### config.mk
export PLATFORM = sky130hd
export DESIGN_NAME = stream_fork
export DESIGN_NICKNAME = d
export VERILOG_FILES = /design/src/rtl/stream_pkg.sv /design/src/rtl/fork_skid_reg.sv /design/src/rtl/stream_fork.sv
export SDC_FILE = /design/constraint.sdc
export NUM_CORES = 1
export LEC_CHECK = 0
export BUFFER_PORTS_ARGS = -buffer_cell sky130_fd_sc_hd__buf_2
export CAP_MARGIN = 20
export CORE_MARGIN = 2
export CORE_UTILIZATION = 41
export CTS_BUF_LIST = sky130_fd_sc_hd__clkbuf_4 sky130_fd_sc_hd__clkbuf_8
export DETAILED_ROUTE_END_ITERATION = 8
export PLACE_DENSITY_LB_ADDON = 0.05
export REMOVE_ABC_BUFFERS = 1
export SETUP_SLACK_MARGIN = 0.2
export SLEW_MARGIN = 0
export SYNTH_ARGS = -nofsm -noshare
export SYNTH_HDL_FRONTEND = slang
export SYNTH_SLANG_ARGS = --single-unit
### constraint.sdc
create_clock -name clk -period 1.46 [get_ports clk]
set_clock_uncertainty 0.15 [all_clocks]
set_input_delay 0.219 -clock clk [delete_from_list [all_inputs] [get_ports clk]]
set_output_delay 0.219 -clock clk [all_outputs]
set_load 0.1 [all_outputs]
### src/rtl/stream_pkg.sv
// Shared stb/ack toolbox definitions: FSM state encodings and default width.
// Used by stream_fork and future join/merge blocks.
package stream_pkg;

    localparam int unsigned STREAM_BITS = 16;

    typedef logic [1:0] state_t;

    localparam state_t ST_INIT   = 2'd0;
    localparam state_t ST_ACCEPT = 2'd1;
    localparam state_t ST_SEND   = 2'd2;

endpackage

### src/rtl/fork_skid_reg.sv
// One-entry data + valid holding register for stream_fork.
// Load has priority over clear; both act on the rising clock edge.
module fork_skid_reg
    import stream_pkg::*;
#(
    parameter int unsigned bits = STREAM_BITS
) (
    input  logic            clk,
    input  logic            rst_n,
    input  logic            load_i,
    input  logic            clear_i,
    input  logic [bits-1:0] data_i,
    output logic            valid_o,
    output logic [bits-1:0] data_o
);

    logic            valid_q, valid_d;
    logic [bits-1:0] data_q,  data_d;

    always_comb begin
        valid_d = valid_q;
        data_d  = data_q;
        if (load_i) begin
            valid_d = 1'b1;
            data_d  = data_i;
        end else if (clear_i) begin
            valid_d = 1'b0;
        end
    end

    always_ff @(posedge clk or negedge rst_n) begin
        if (!rst_n) begin
            valid_q <= 1'b0;
            data_q  <= '0;
        end else begin
            valid_q <= valid_d;
            data_q  <= data_d;
        end
    end

    assign valid_o = valid_q;
    assign data_o  = data_q;

endmodule

### src/rtl/stream_fork.sv
// Stream duplicator: one stb/ack producer feeds two independent consumers.
// Define FORK_SKID_EN to add a one-entry skid register for 1 word/cycle.
module stream_fork
    import stream_pkg::*;
#(
    parameter int unsigned bits = STREAM_BITS
) (
    input  logic            clk,
    input  logic            rst_n,
    input  logic [bits-1:0] in1,
    input  logic            in1_stb,
    output logic            in1_ack,
    output logic [bits-1:0] out1,
    output logic            out1_stb,
    input  logic            out1_ack,
    output logic [bits-1:0] out2,
    output logic            out2_stb,
    input  logic            out2_ack
);

    state_t          state_q, state_d;
    logic [bits-1:0] data_q,  data_d;
    logic            s1_q,    s1_d;
    logic            s2_q,    s2_d;
    logic            ack_q,   ack_d;
    logic            in_xfer;
    logic            done;

`ifdef FORK_SKID_EN
    logic            skid_load;
    logic            skid_clr;
    logic            skid_vld;
    logic [bits-1:0] skid_data;

    fork_skid_reg #(
        .bits    (bits)
    ) u_skid (
        .clk     (clk),
        .rst_n   (rst_n),
        .load_i  (skid_load),
        .clear_i (skid_clr),
        .data_i  (in1),
        .valid_o (skid_vld),
        .data_o  (skid_data)
    );
`endif

    assign in_xfer = in1_stb && ack_q;

    always_comb begin
        state_d = state_q;
        data_d  = data_q;
        s1_d    = s1_q;
        s2_d    = s2_q;
        ack_d   = ack_q;
        done    = 1'b0;
`ifdef FORK_SKID_EN
        skid_load = 1'b0;
        skid_clr  = 1'b0;
`endif
        unique case (state_q)
            ST_INIT: begin
                ack_d   = 1'b1;
                state_d = ST_ACCEPT;
            end
            ST_ACCEPT: begin
                if (in_xfer) begin
                    data_d  = in1;
                    s1_d    = 1'b1;
                    s2_d    = 1'b1;
`ifdef FORK_SKID_EN
                    ack_d   = 1'b1;
`else
                    ack_d   = 1'b0;
`endif
                    state_d = ST_SEND;
                end
            end
            ST_SEND: begin
                s1_d = s1_q && !out1_ack;
                s2_d = s2_q && !out2_ack;
                done = !s1_d && !s2_d;
`ifdef FORK_SKID_EN
                // A pending skid word wins; otherwise a live input bypasses the skid.
                if (done) begin
                    ack_d = 1'b1;
                    if (skid_vld) begin
                        data_d   = skid_data;
                        s1_d     = 1'b1;
                        s2_d     = 1'b1;
                        skid_clr = 1'b1;
                    end else if (in_xfer) begin
                        data_d = in1;
                        s1_d   = 1'b1;
                        s2_d   = 1'b1;
                    end else begin
                        state_d = ST_ACCEPT;
                    end
                end else if (in_xfer) begin
                    skid_load = 1'b1;
                    ack_d     = 1'b0;
                end
`else
                if (done) begin
                    ack_d   = 1'b1;
                    state_d = ST_ACCEPT;
                end
`endif
            end
            default: begin
                state_d = ST_INIT;
                ack_d   = 1'b0;
                s1_d    = 1'b0;
                s2_d    = 1'b0;
            end
        endcase
    end

    always_ff @(posedge clk or negedge rst_n) begin
        if (!rst_n) begin
            state_q <= ST_INIT;
            data_q  <= '0;
            s1_q    <= 1'b0;
            s2_q    <= 1'b0;
            ack_q   <= 1'b0;
        end else begin
            state_q <= state_d;
            data_q  <= data_d;
            s1_q    <= s1_d;
            s2_q    <= s2_d;
            ack_q   <= ack_d;
        end
    end

    assign in1_ack  = ack_q;
    assign out1     = data_q;
    assign out2     = data_q;
    assign out1_stb = s1_q;
    assign out2_stb = s2_q;

endmodule

Word-level counts from Yosys, hierarchy flattened
Cells that the tools add are included.
{"block": "word_totals", "reg_bits": 21, "latch_bits": 0, "ramBits": 0, "mem_bits_ro": 0, "inputBits": 21, "output_inout_bits": 35, "elab_cells": 31, "memories": 0}
{"block": "op_classes", "n_addsub": 0, "mul": 0, "div_mod_pow": 0, "magnitude_cmp": 0, "n_eq_ne": 4, "shift": 0, "n_mux": 9, "n_bitwise": 1, "reduce_logical": 12}
{"cell": "one-hot mux 1 bit (3 select lines)", "count": 3}
{"cell": "one-hot mux 2 bit (3 select lines)", "count": 1}
{"cell": "AND reduction 2 bit", "count": 3}
{"cell": "logical AND 1 bit", "count": 4}
{"cell": "logical NOT 1 bit", "count": 4}
{"cell": "2-to-1 mux 2 bit", "count": 2}
{"cell": "inequality test 2 bit (second input constant)", "count": 2}
{"cell": "2-to-1 mux 1 bit", "count": 3}
{"cell": "equality test 2 x 1 -> 1 bit (second input constant)", "count": 1}
{"cell": "equality test 2 bit (second input constant)", "count": 1}
{"cell": "logical NOT 2 bit", "count": 1}
{"cell": "inverter 1 bit", "count": 1}

Longest topological paths before layout
Gate-level depths: netlist of the first run.
{"block": "logic_depth", "word_depth": 6, "ltp_mapped": 5, "ltp_nobuf": 5}

Worst setup path before layout of the first run
OpenSTA, ideal clock, no wires.
{"block": "synth_path", "kind": "reg2reg", "from": "reg ack_q, in the netlist in1_ack", "to": "reg data_q[10], in the netlist out1[10]", "setup_time_ns": 0.126, "arrival_time_ns": 1.752, "required_time_ns": 1.184, "setup_slack_ns": -0.568, "path_stages_with_launch": 4, "path_buffers": 1, "period_less_slack_ns": 2.028, "cell_sequence": "dfrtp_1 > nand3_2 > buf_6 > mux2_2"}
{"block": "synth_via", "elab_chain_cells": 2}
{"element": "from (decl)", "line": "stream_fork.sv:25", "rtl": "logic ack_q, ack_d;"}
{"element": "from (signal assigned)", "line": "stream_fork.sv:131", "rtl": "ack_q <= ack_d;"}
{"element": "logical AND 1 bit", "line": "stream_fork.sv:48", "rtl": "assign in_xfer = in1_stb && ack_q;"}
{"element": "AND reduction 2 bit (no line)"}
{"element": "to (signal assigned)", "line": "stream_fork.sv:128", "rtl": "data_q <= data_d;"}
{"element": "to (decl)", "line": "stream_fork.sv:22", "rtl": "logic [bits-1:0] data_q, data_d;"}
No other way between the ends.
A chain may end at the register's enable or synchronous reset.

Final worst setup path of the first run
{"block": "layout_path", "from": "reg state_q[0]", "to": "reg data_q[12], in the netlist out1[12]"}
{"block": "layout_via", "elab_chain_cells": 2}
{"element": "from (decl)", "line": "stream_fork.sv:21", "rtl": "state_t state_q, state_d;"}
{"element": "from (signal assigned)", "line": "stream_fork.sv:127", "rtl": "state_q <= state_d;"}
{"element": "equality test 2 x 1 -> 1 bit", "line": "stream_fork.sv:61", "rtl": "unique case (state_q)"}
{"element": "AND reduction 2 bit (no line)"}
No other way between the ends.

==> results of run 1 <==
[area by class of cell]
cell class,instances,area (sq um)
clock buffers,4,30.03
fillers,103,252.7
inverters,5,18.77
multi-input cells,41,467.9
flip-flops and latches,21,544.3
well taps,30,37.54
repair buffers,87,1126
[worst min-delay path by stage]
| stage | start | to | slack, ns | cells after the start |
|---|---|---|---|---|
| 2_1_floorplan | rst_n | in1_ack | -0.23 | 0 |
| 6_report | in1[2] | out1[2] | 0.007 | 2 |
| 4_1_cts | in1[2] | out1[2] | 0.003 | 2 |
| 3_5_place_dp | rst_n | out1[2] | 0.05 | 1 |
| 3_3_place_gp | rst_n | out2_stb | 0.06 | 1 |
| 5_1_grt | in1[2] | out1[2] | -0.003 | 2 |
[stage by stage]
stage	TNS (ns)	worst slack, ns	std cells	power, uW
4_1_cts	-0.5832	-0.04772	183	945.4
3_3_place_gp	-0.5404	-0.07581	163	631.1
6_report	-0.8538	-0.08108	188	946.8
3_5_place_dp	-1.726	-0.1236	163	631.8
5_1_grt	-1.449	-0.1092	188	990.0
2_1_floorplan	-24.62	-0.6363	67	593.5
[cells by family after synthesis]
group / after synthesis / share of synthesized area
adder cells (fa/ha/maj): 6 / 0.07017
AO/OA/AOI/OAI: 8 / 0.05029
buffers and inverters: 22 / 0.1404
multiplexers: 18 / 0.1918
flip-flops: 21 / 0.4912
AND/OR/NAND/NOR: 9 / 0.05614
[power by group]
group | switching, uW | internal [uW]
clock network | 167 | 125
registers | 0 | 581
logic | 28.2 | 45.5
total | 195 | 752
[flip-flops by register name (all words and copies together), names as in the netlist]
signal and count:
out2_stb 1, state_q 2, in1_ack 1, out1 16, out1_stb 1
[layer usage]
layer / vias to the layer above / GRT usage / share of wire
li1: 418 / - / -
met5: - / 0 / 0
met1: 439 / 0.2030 / 0.31
met4: 0 / 0.04878 / 0.032
met3: 12 / 0.05376 / 0.059
met2: 43 / 0.4405 / 0.60
[Yosys cell counts]
cell type / number / area share
sky130_fd_sc_hd__nor3b_1: 3 / 0.021
sky130_fd_sc_hd__a21oi_1: 1 / 0.0047
sky130_fd_sc_hd__ha_1: 6 / 0.070
sky130_fd_sc_hd__buf_6: 1 / 0.011
sky130_fd_sc_hd__nand2_2: 1 / 0.0059
sky130_fd_sc_hd__a21o_4: 1 / 0.014
sky130_fd_sc_hd__mux2i_1: 1 / 0.0094
sky130_fd_sc_hd__nand3_2: 1 / 0.0094
sky130_fd_sc_hd__o21bai_1: 1 / 0.0070
sky130_fd_sc_hd__mux2_2: 16 / 0.17
sky130_fd_sc_hd__nor3_1: 1 / 0.0047
sky130_fd_sc_hd__o21ai_0: 4 / 0.019
sky130_fd_sc_hd__and2_4: 1 / 0.0082
sky130_fd_sc_hd__inv_1: 5 / 0.018
sky130_fd_sc_hd__nand2_1: 2 / 0.0070
sky130_fd_sc_hd__dfrtp_1: 21 / 0.49
sky130_fd_sc_hd__mux2_4: 1 / 0.014
sky130_fd_sc_hd__buf_4: 16 / 0.11
sky130_fd_sc_hd__o22ai_1: 1 / 0.0059
[repair_timing]
| action | in CTS | in global routing |
|---|---|---|
| gates cloned | 0 | 1 |
| endpoints found under the hold margin | 33 | 2 |
| hold buffers | 13 | 2 |
| pin swaps | 2 | 3 |
| gates resized for setup | 123 | 29 |
| setup buffers | 3 | 2 |
| endpoints found under the setup margin | 56 | 56 |
==> impl_results.md, run 1 <==
- Post-synthesis cell area: about 1100 sq um
- Worst-path clk slew: around 0.11 ns
- PortBufs: 55
- Worst min path class: in2reg
- Clock Latency Late Sink: approximately 0.3 ns
- # rows: 18
- Data arrival time of the worst path: roughly 1.6 ns
- Number of detailed-routing iterations run before antenna repair: 3
- CTS root buf: sky130_fd_sc_hd__clkbuf_4
- Leading cell types in the layout, fill and taps excluded: sky130_fd_sc_hd__buf_12 (35), sky130_fd_sc_hd__buf_2 (20), sky130_fd_sc_hd__mux2_2 (16)
- Synth-to-layout area growth: 108.0%
- DIE AREA: between 3000 and 4000 sq um
- Floorplan die height: 55.08 um
- Category of the most critical setup path: reg2reg
- Number of H-tree levels: 1
- CTS tree: yes
- Worst VDD drop: 0.6569 mV
- First element of the critical path: state_q[0]
- Half-perimeter wire length after placement: about 1.7 mm
- Pin count of the biggest net entering global routing: 22
- Final nets: ~190
- Global-route wire length before repair: 4.395 mm
- Nature of the critical path startpoint: register
- Slowest CP cell: sky130_fd_sc_hd__dfrtp_2
- # setup viols final: 18
- Highest Clock Rate: roughly 0.65 GHz
- Antenna diodes: 0
- Post-Synthesis Cells: between 80 and 90
- Maximum clock path buffer count: 2
- Status: finished, violations left
- Setup crit end: out1[12]
- Fraction of layout cells with a size suffix above 1: 0.7848
- Maximum fanout encountered on the critical timing path: 5
- Number of distinct standard cells referenced by the synthesized netlist: 19
- Core ar.: about 2500 sq um
- Remaining global-route overflow: 0
- Final wirelength: between 3 and 4 mm
- Final-report max-slew violation count: 0
- DR WL/cell: 17.71 um
- Slew headroom: 0.7034
- Unrepaired setup endpoints after global routing: yes
- Initial Util: 0.4318
- Via density per instance: 4.851
- Synthesized flop and latch total: 21
- Cell area after layout: approximately 2200 sq um
- Synthesis warning total: 0
- Leakage power of the design: roughly 0.0010 uW
- Worst reg-to-reg path cell count: 4
- Total track usage: 0.2124
- Post-route antenna net violation count: 0
- Fin worst setup slack: -0.08108 ns
- Number of antenna violations at the first check in global routing: 0
- Worst reg2reg endpoint: out1[12]
- Buffers and inverters on the worst path: 1
- Kind of end point of the critical path: register
- Pin slew with the least headroom to its limit: 0.4449 ns
- Number of design-rule violations left by the first detailed-router iteration: 8
- Num ports: 56
- Total CTS buffers: 3
- Total cell area at the placement stage: between 1000 and 1500 sq um
- Failing checks: negative setup slack
- Fraction of the cycle the final worst path needs: 1.056
- Syn_area_per_cell: 12.74 sq um
- Chip width: between 50 and 60 um
- Worst hold slack: a little over 0.007 ns
- Utilization of the core after routing: 0.8980
- Register-to-register setup slack: -0.08 ns
- Shortest clock period the worst path allows after layout: between 1.5 and 2 ns
- Vias: between 900 and 1000
- Delay of the slowest cell on the worst path: between 0.4 and 0.5 ns
- Number of cells on the critical path: 4
- Data required time at the worst endpoint: roughly 1.5 ns
- Gp weighted congestion: 0.8301
- Most frequent standard cell in the layout excluding fill and tap cells: sky130_fd_sc_hd__buf_12
- Count of unresolved DRC violations after routing: 0
- Final hold viol count: 0
- Fraction of the yosys area taken by sequential cells: 0.4912
- Number of global-route vias before repair: roughly 950
- Total power divided by cell area: between 400 and 500 nW/um^2
- Reg2reg start: state_q[0]
- Kind of cell with the highest combined delay on the critical path: flip-flops
- Critical Path, Cell by Cell: ha_4 -> nand3_4 -> clkbuf_16 -> mux2_2
- Clock sink total: 21
- Max-capacitance violation count: 0
No activity file was read; power rests on OpenSTA's default activity.
==> inputs of run 2 (changes only) <==
BUFFER_PORTS_ARGS = -buffer_cell sky130_fd_sc_hd__clkbuf_2   (was -buffer_cell sky130_fd_sc_hd__buf_2)
==> impl_results.md, run 2 (synthesized netlist as in run 1, its figures left out) <==
- Number of H-tree levels: 1
- Highest Clock Rate: approximately 0.65 GHz
- Gp weighted congestion: approximately 0.89
- Most frequent standard cell in the layout excluding fill and tap cells: sky130_fd_sc_hd__buf_12
- Fraction of the cycle the final worst path needs: 1.057
- Initial Util: 0.4318
- Count of unresolved DRC violations after routing: 0
- Number of global-route vias before repair: 839
- Kind of end point of the critical path: register
- Post-route antenna net violation count: 0
- Total CTS buffers: 3
- Unrepaired setup endpoints after global routing: yes
- Total power divided by cell area: 433.4 nW/um^2
- Total cell area at the placement stage: roughly 1900 sq um
- Remaining global-route overflow: 0
- Cell internal power dissipation: ~740 uW
- Total power draw: ~940 uW
- Switching portion of total power: 0.2087
- Part of the total power dissipated in sequential elements: 0.621
- Worst min path class: in2reg
- Category of the most critical setup path: reg2reg
- Failing checks: negative setup slack
- DR WL/cell: 15.73 um
- Synth-to-layout area growth: 101.9%
- Fraction of layout cells with a size suffix above 1: 0.8079
- Num ports: between 50 and 60
- Count of fill cells added during filler insertion: 120
- Clock Latency Late Sink: 0.30 ns
- Pin slew with the least headroom to its limit: 0.5036 ns
- Fin worst setup slack: -0.08383 ns
- Final wirelength: around 2.8 mm
- Final nets: 179
- Via density per instance: ~4.8
- Cell area after layout: roughly 2200 sq um
- Number of design-rule violations left by the first detailed-router iteration: 5
- # setup viols final: 19
- CTS tree: yes
- Utilization of the core after routing: 0.8717
- Nature of the critical path startpoint: register
- Total track usage: 0.1719
- Net Switching: roughly 200 uW
- # rows: 18
- Final hold viol count: 0
- Sequential cell area: between 500 and 600 sq um
- Final-report max-slew violation count: 0
- Portion of total power attributed to the clock network: 0.315
- Number of flip-flops in the largest register: 16
- Data arrival time of the worst path: 1.59 ns
- Global-route wire length before repair: around 3.7 mm
- Leakage power of the design: 0.001004 uW
- Cell count after placement: between 150 and 200
- Shortest clock period the worst path allows after layout: approximately 1.5 ns
- Maximum clock path buffer count: 2
- Slew headroom: 0.6643
- Antenna diodes: 0
- Area of combinational cells with multiple inputs: about 470 sq um
- Floorplan die height: approximately 55 um
- Maximum fanout encountered on the critical timing path: 3
- CTS root buf: sky130_fd_sc_hd__clkbuf_4
- Number of detailed-routing iterations run before antenna repair: 3
- Final Instance Count excl. Fillers: between 150 and 200
- Leading cell types in the layout, fill and taps excluded: sky130_fd_sc_hd__buf_12 (37), sky130_fd_sc_hd__clkbuf_2 (20), sky130_fd_sc_hd__dfrtp_2 (17)
- Clock sink total: 21
- Half-perimeter wire length after placement: ~1.9 mm
- Number of antenna violations at the first check in global routing: 0
- Chip width: between 50 and 60 um
- Logic gate share of total power: 0.064
- Pin count of the biggest net entering global routing: 22
- DIE AREA: 3034 sq um
- Worst-path clk slew: roughly 0.12 ns
- Data required time at the worst endpoint: approximately 1.5 ns
- Core ar.: 2477 sq um
- Vias: approximately 860
- Final total negative setup slack: -1.108 ns
- Worst VDD drop: 0.5061 mV
- Status: finished, violations left
- Max-capacitance violation count: 0
- PortBufs: 55
[run 2: what timing repair did]
action	CTS	global route
endpoints found under the hold margin	22	7
setup endpoints to repair	56	56
setup buffers	2	3
resized for setup	28	8
hold buffers	2	7
pin swaps	2	3
gates cloned	0	1
[run 2: layer usage]
layer  wire, um  part of all wire  global-route usage  up-vias
li1           -                 -                   -      402
met1        969              0.34              0.2078      425
met2       1658              0.58              0.2976       34
met3        202             0.071             0.04032        2
met4         17            0.0060             0.06098        0
met5          0                 0                   0        -
[run 2: layout make-up]
type | instances | share of cell area
clock buffer | 4 | 0.01390
inverter | 5 | 0.008691
sequential | 21 | 0.2532
multi-input combinational | 41 | 0.2155
tap | 30 | 0.01738
timing repair buffer | 80 | 0.4913
[run 2: final timing paths]
check	start	endpoint	slack, ns	cells past startpoint
max in group asynchronous	rst_n	out1[10]	0.51	2
hold / removal	in1[0]	out1[0]	0.009	2
setup reg to reg	state_q[1]	state_q[1]	-0.08	5
setup / recovery	state_q[1]	state_q[1]	-0.08	5
hold reg to reg	out2_stb	out2_stb	0.46	3
min in group asynchronous	rst_n	out2_stb	0.27	2
[run 2: worst max-delay path, cell delays in order (launching register included)]
cell and delay (ns):
sky130_fd_sc_hd__dfrtp_1 0.42, sky130_fd_sc_hd__inv_2 0.09, sky130_fd_sc_hd__ha_4 0.17, sky130_fd_sc_hd__and2_4 0.14
sky130_fd_sc_hd__a21o_4 0.18, sky130_fd_sc_hd__mux2_4 0.29
[run 2: power by group through the flow]
stage               Sequential [uW]  Clock, uW  Combinational, uW
floorplan                       593          0              0.663
global placement                593          0               38.2
detailed placement              593          0               38.8
CTS                             581        294               43.8
global route                    581        327               67.3
finish                          581        295               60.1
[run 2: through the flow]
stage / hold slack (ns) / setup WS [ns]
3_5_place_dp: 0.05992 / -0.07398
3_3_place_gp: 0.06904 / -0.03372
5_1_grt: -0.001439 / -0.1132
4_1_cts: 0.001139 / -0.05016
2_1_floorplan: -0.2266 / -0.6363
6_report: 0.008854 / -0.08383
